**src/rtl/pong_btn_cond.sv**
```systemverilog
// rtl/pong_btn_cond.sv - push-button synchroniser, debouncer and press-pulse generator
// Optional feature macro: BTN_HOLD_REPEAT_EN (adds hold-to-repeat press pulses).
// Each channel is fully independent. Channel state is a two-flop synchroniser,
// a debounce counter, the accepted level and the press pulse.

module pong_btn_cond #(
  parameter int N_BTN         = 5,
  parameter int DB_CYCLES     = 1_000_000,
  parameter int REPEAT_CYCLES = 25_000_000
) (
  input  logic             clk,
  input  logic             reset,
  input  logic [N_BTN-1:0] btn_raw,
  output logic [N_BTN-1:0] btn_level,
  output logic [N_BTN-1:0] btn_press
);

  localparam int             CW      = $clog2(DB_CYCLES);
  localparam logic [CW-1:0]  CNT_MAX = CW'(DB_CYCLES - 1);

`ifdef BTN_HOLD_REPEAT_EN
  localparam int             RW      = $clog2(REPEAT_CYCLES);
  localparam logic [RW-1:0]  REP_MAX = RW'(REPEAT_CYCLES - 1);
`else
  // REPEAT_CYCLES has no effect in this build; folded into a deliberately unused net.
  logic rep_cfg_unused;
  assign rep_cfg_unused = (REPEAT_CYCLES != 0);
`endif

  for (genvar i = 0; i < N_BTN; i++) begin : g_ch
    logic          s1_q, s2_q;
    logic          level_q, level_d;
    logic          press_q, press_d;
    logic [CW-1:0] cnt_q, cnt_d;
    logic          accept;

    // Two-flop synchroniser for the raw asynchronous button input.
    always_ff @(posedge clk or posedge reset) begin
      if (reset) begin
        s1_q <= 1'b0;
        s2_q <= 1'b0;
      end else begin
        s1_q <= btn_raw[i];
        s2_q <= s1_q;
      end
    end

    // Debounce: count consecutive mismatching cycles; any matching cycle restarts the count.
    always_comb begin
      cnt_d   = cnt_q;
      level_d = level_q;
      accept  = 1'b0;
      if (s2_q == level_q) begin
        cnt_d = '0;
      end else if (cnt_q == CNT_MAX) begin
        cnt_d   = '0;
        level_d = ~level_q;
        accept  = 1'b1;
      end else begin
        cnt_d = cnt_q + CW'(1);
      end
    end

`ifdef BTN_HOLD_REPEAT_EN
    logic [RW-1:0] rep_q, rep_d;
    logic          rep_fire;

    // Hold-repeat timer: runs only while the accepted level is high and between transitions.
    always_comb begin
      rep_d    = rep_q;
      rep_fire = 1'b0;
      if (accept || !level_q) begin
        rep_d = '0;
      end else if (rep_q == REP_MAX) begin
        rep_d    = '0;
        rep_fire = 1'b1;
      end else begin
        rep_d = rep_q + RW'(1);
      end
    end

    // Repeat counter register.
    always_ff @(posedge clk or posedge reset) begin
      if (reset) begin
        rep_q <= '0;
      end else begin
        rep_q <= rep_d;
      end
    end

    // Press pulse on an accepted rising edge or on a hold-repeat tick.
    always_comb begin
      press_d = (accept && !level_q) || rep_fire;
    end
`else
    // Press pulse only on an accepted rising edge; a release never pulses.
    always_comb begin
      press_d = accept && !level_q;
    end
`endif

    // Debounce state and registered outputs.
    always_ff @(posedge clk or posedge reset) begin
      if (reset) begin
        cnt_q   <= '0;
        level_q <= 1'b0;
        press_q <= 1'b0;
      end else begin
        cnt_q   <= cnt_d;
        level_q <= level_d;
        press_q <= press_d;
      end
    end

    assign btn_level[i] = level_q;
    assign btn_press[i] = press_q;
  end

endmodule
```
**config.mk**
```make
export PLATFORM = sky130hd
export DESIGN_NAME = pong_btn_cond
export DESIGN_NICKNAME = d
export VERILOG_FILES = /design/src/rtl/pong_btn_cond.sv
export SDC_FILE = /design/constraint.sdc
export NUM_CORES = 1
export LEC_CHECK = 0
export BUFFER_PORTS_ARGS = -buffer_cell sky130_fd_sc_hd__clkbuf_2
export CORE_ASPECT_RATIO = 2
export CORE_MARGIN = 4
export CORE_UTILIZATION = 55
export DETAILED_ROUTE_END_ITERATION = 16
export PLACE_DENSITY = 0.78
export SYNTH_ARGS = -nofsm -noshare
export SYNTH_HDL_FRONTEND = slang
export SYNTH_SLANG_ARGS = --single-unit
```
**constraint.sdc**
```tcl
create_clock -name clk -period 8.2 [get_ports clk]
set_input_delay 0.82 -clock clk [delete_from_list [all_inputs] [get_ports clk]]
set_output_delay 0.82 -clock clk [all_outputs]
set_load 0.01 [all_outputs]
```
### Word-level counts from Yosys, hierarchy flattened

Index checks and enable logic that the tools add are counted.

| operators by class | value |
|---|---|
| reductions and logical operators | 15 |
| $add $sub $neg | 5 |
| equal/unequal tests | 10 |
| muxes and demuxes | 20 |
| bitwise gates (word level) | 10 |

Operators by type and width:

| cell | number |
|---|---|
| 2-to-1 mux 20 bit | 10 |
| adder 20 x 1 -> 20 bit (second input constant) | 5 |
| equality test 20 bit (second input constant) | 5 |
| 2-to-1 mux 1 bit | 10 |
| NOT 1 bit | 10 |
| AND reduction 2 bit | 5 |
| equality test 1 bit | 5 |
| logical AND 1 bit | 5 |
| zero test 1 bit | 5 |

| word-level totals | value |
|---|---|
| logic and storage cells | 85 |
| bits in registers | 120 |
| input port bits | 7 |
| output and inout port bits | 10 |

### Longest topological paths before layout

| depth | value |
|---|---|
| depth after elaboration | 4 |
| depth in mapped cells | 6 |
| gate-level depth less buffers | 5 |

### Worst setup path before layout

Ideal clock, no wire load.

| timing | value |
|---|---|
| kind | reg-to-reg |
| start point | register g_ch[1].cnt_q[6] |
| end point | register g_ch[1].level_q |
| buffers on the path | 0 |
| arrival | 1.860 ns |
| path slack | 6.215 ns |
| stages on the path, launching flop included | 5 |
| period minus slack after synthesis | 1.985 ns |
| library setup time | 0.125 ns |
| required time | 8.075 ns |
| path through | dfrtp_1 > or4b_1 > or4_1 > nor2_1 > mux2_2 |

| on the way | value |
|---|---|
| word-level cells in the longest chain between the ends | 2 |

RTL lines:

| item | line | text |
|---|---|---|
| start: declaration | 34 | `logic [CW-1:0] cnt_q, cnt_d;` |
| start signal: assignment | 109 | `cnt_q <= cnt_d;` |
| equality test 20 bit | 55 | `end else if (cnt_q == CNT_MAX) begin` |
| AND reduction 2 bit (no line) | - |  |
| end signal: assignment | 110 | `level_q <= level_d;` |
| end: declaration | 32 | `logic level_q, level_d;` |

No other way between the ends.
A chain may end at the register's enable or synchronous reset.

### Final worst setup path

| timing | value |
|---|---|
| start point | register g_ch[1].cnt_q[6] |
| end point | register g_ch[1].cnt_q[5] |

| on the way | value |
|---|---|
| word-level cells in the longest chain between the ends | 3 |

RTL lines:

| item | line | text |
|---|---|---|
| equality test 20 bit | 55 |  |
| 2-to-1 mux 20 bit | 55 |  |
| 2-to-1 mux 20 bit | 53 | `if (s2_q == level_q) begin` |
| via g_ch[1].cnt_d[5] | 34 |  |

The timed path passes the listed nets, and every way through them passes these cells.

==> metrics <==
CTS max path bufs 2; Gate power share 2.7%; Ys Warns 0; Final Cycle Share 29.8%; number of core rows 52; Starting Density around 57%; sequential share of the synthesized area 52.2%; end of the critical path g_ch[1].cnt_q[5]$_DFF_PP0_; Post-Layout Cell Count 744; clock sink count 120; Syn Area/Cell 9.84 sq um; max-slew violation count 0; CP max stage delay 540 ps; Post-DRT Antenna Nets 0; pin count of the biggest net entering global routing 74; CTS tree yes; most frequent cells in the layout dfrtp_1 (120), nor2_1 (81), xnor2_1 (43); Post-layout nets between 600 and 700; Max-Cap Viols 0; Worst Setup SP g_ch[1].cnt_q[6]$_DFF_PP0_; measured slew at the worst slew-check pin 1180 ps; # IOs 17; IO buf count 16; share of cells above drive strength 1 11.7%; max_slew headroom 20.6%; DRT iter0 DRCs 267; Setup TNS Final 0 ps; Clock transition at path regs 50 ps; outcome completed; CP startpoint kind flip-flop; global-route wire length before repair 19600 um; worst min-delay path class reg -> reg; Clk Latency, worst-skew pair approximately 410 ps; Sw Share 22.4%; Worst Setup End Kind flip-flop; Cell Int Power 1010 uW; post-DP HPWL 7480 um; FF-to-FF setup slack 5760 ps; core box area 10100 sq um; Yosys top cell by area dfrtp_1; post-synth top area share 52.2%; fin crit period 2440 ps; WL final 11100 um; Max IR drop VDD roughly 0.17 mV; Reg power frac between 40% and 50%; H-Tree Depth 4; Vias 4305; crit-path max FO 15; Post-Synthesis Cells ~580; Data arrival, critical path 2740 ps; Worst R2R End g_ch[1].cnt_q[5]$_DFF_PP0_; area grow syn2layout 11.8%; critical path required time 8490 ps; Num CTS Buffers 17; count of different cell masters after synthesis 40; Setup Crit Path Kind reg -> reg; Leak 0.00261 uW; endpoints failing setup 0; Power Density 202 nW/um^2; DRC viols 0; Setup Slack @ Placement 5810 ps; worst path cell trace or4b_1 -> or4_1 -> o21ai_1 -> buf_4 -> nor2_1; Clock Skew 10.6 ps; gr usage total 20.2%; die width 80.3 um; Final Hold Fails 0; vias in the first global route 4367; WL per Instance 14.9 um; antenna violations before repair 0; RSZ-0062 raised after global routing no; Max Clk Rate between 0.4 and 0.5 GHz; NetSw between 200 and 300 uW; Final Power about 1300 uW; RD Place Congestion 0.835; Chip Height 153 um; drt via density between 5 and 6; mapped cell area 5750 sq um; Worst path slowest cell or4_1; clock root cell clkbuf_16; post-CTS sizing 0; Post-Syn Nets 596; placed insts 712; Worst R2R Start g_ch[1].cnt_q[6]$_DFF_PP0_; clock power share 50.5%; post-CTS setup buffer count 0; cts-stage hold buffer count 0; GR Overflow Total 0; fill cell count 846; most common cell after layout, fill and taps aside dfrtp_1; worst reg-to-reg path cell count 5; antenna diode count 0; post-route setup slack roughly 5800 ps; largest cells by area after synthesis dfrtp_1 (52%), xnor2_1 (6.6%), nor2_1 (5.3%); drt first pass iters 5; die area 12200 sq um; #FFs+latches synth 120
==> layer usage <==
layer / vias to the layer above / share of wire, % / GRT usage, %
met1: 2146 / 38 / 22.2
met4: 0 / 2.5 / 10.7
li1: 2057 / - / -
met2: 78 / 57 / 35.1
met5: - / 0 / 0
met3: 24 / 2.7 / 4.44
==> cell usage after synthesis (all sizes together) <==
cell type    n
buf         17
o31ai        9
or4b         1
and3        11
mux2i        2
nand2       31
xor2        21
nor3        18
dfrtp      120
nor3b        1
or3         14
nor4        17
or4         19
a21oi       28
and2         5
mux2         5
o21a         1
nand3       38
o21ba        1
nor4b        4
ha           5
nand4b       5
and3b        2
a31o         2
nand4       17
inv         23
xnor2       43
nand2b       3
or2          2
clkbuf      10
nand3b       3
o21ai       24
nor2        81
and4         1
==> state kept, by name, indices dropped and copies added, names as in the netlist <==
signal / flops
g_ch.s1_q: 5
g_ch.press_q: 5
g_ch.cnt_q: 100
g_ch.s2_q: 5
g_ch.level_q: 5
==> logic make-up after synthesis <==
family / synth area share, %
flip-flops: 52.2
AND/OR/NAND/NOR: 25.1
XOR/XNOR: 9.75
adder cells (fa/ha/maj): 1.09
buffers and inverters: 4.07
AO/OA/AOI/OAI: 6.38
multiplexers: 1.33
==> layout make-up <==
| type | count | area, sq um | share of cell area, % |
|---|---|---|---|
| sequential | 120 | 3000 | 46.7 |
| multi-input combinational | 414 | 2520 | 39.2 |
| clock buffer | 19 | 453 | 7.05 |
| tap | 135 | 169 | 2.63 |
| timing repair buffer | 20 | 110 | 1.71 |
| inverter | 23 | 88.8 | 1.38 |
| clock inverter | 13 | 80.1 | 1.25 |
==> how the worst min path moves through the flow <==
| stage | from | end | cells past startpoint |
|---|---|---|---|
| 3_3_place_gp | g_ch[2].s1_q$_DFF_PP0_ | g_ch[2].s2_q$_DFF_PP0_ | 0 |
| 5_1_grt | g_ch[4].s1_q$_DFF_PP0_ | g_ch[4].s2_q$_DFF_PP0_ | 0 |
| 3_5_place_dp | g_ch[2].s1_q$_DFF_PP0_ | g_ch[2].s2_q$_DFF_PP0_ | 0 |
| 6_report | g_ch[4].s1_q$_DFF_PP0_ | g_ch[4].s2_q$_DFF_PP0_ | 0 |
| 4_1_cts | g_ch[4].s1_q$_DFF_PP0_ | g_ch[4].s2_q$_DFF_PP0_ | 0 |
| 2_1_floorplan | g_ch[0].s1_q$_DFF_PP0_ | g_ch[0].s2_q$_DFF_PP0_ | 0 |
==> power by group through the flow <==
stage                     registers [uW]  logic (uW)  clock network [uW]
final                                609        35.0                 656
after CTS                            609        36.3                 670
after detailed placement             619        36.0                   0
after global placement               618        34.5                   0
after floorplan                      617        26.6                   0
after global routing                 610        41.3                 692
==> per-stage QoR <==
stage	hold WS, ps	utilization, %	area [sq um]
2_1_floorplan	331	-	5750
3_3_place_gp	336	58.0	5890
3_5_place_dp	336	58.0	5890
4_1_cts	347	63.3	6420
5_1_grt	351	63.3	6420
6_report	346	63.3	6420
==> critical path, delay by kind of cell, from the launching register on <==
family	cells	cell delay, ps
buf+inv	1	300
compound gates	1	440
simple gates	3	1150
flops	1	430
No activity file was read; power rests on OpenSTA's default activity.
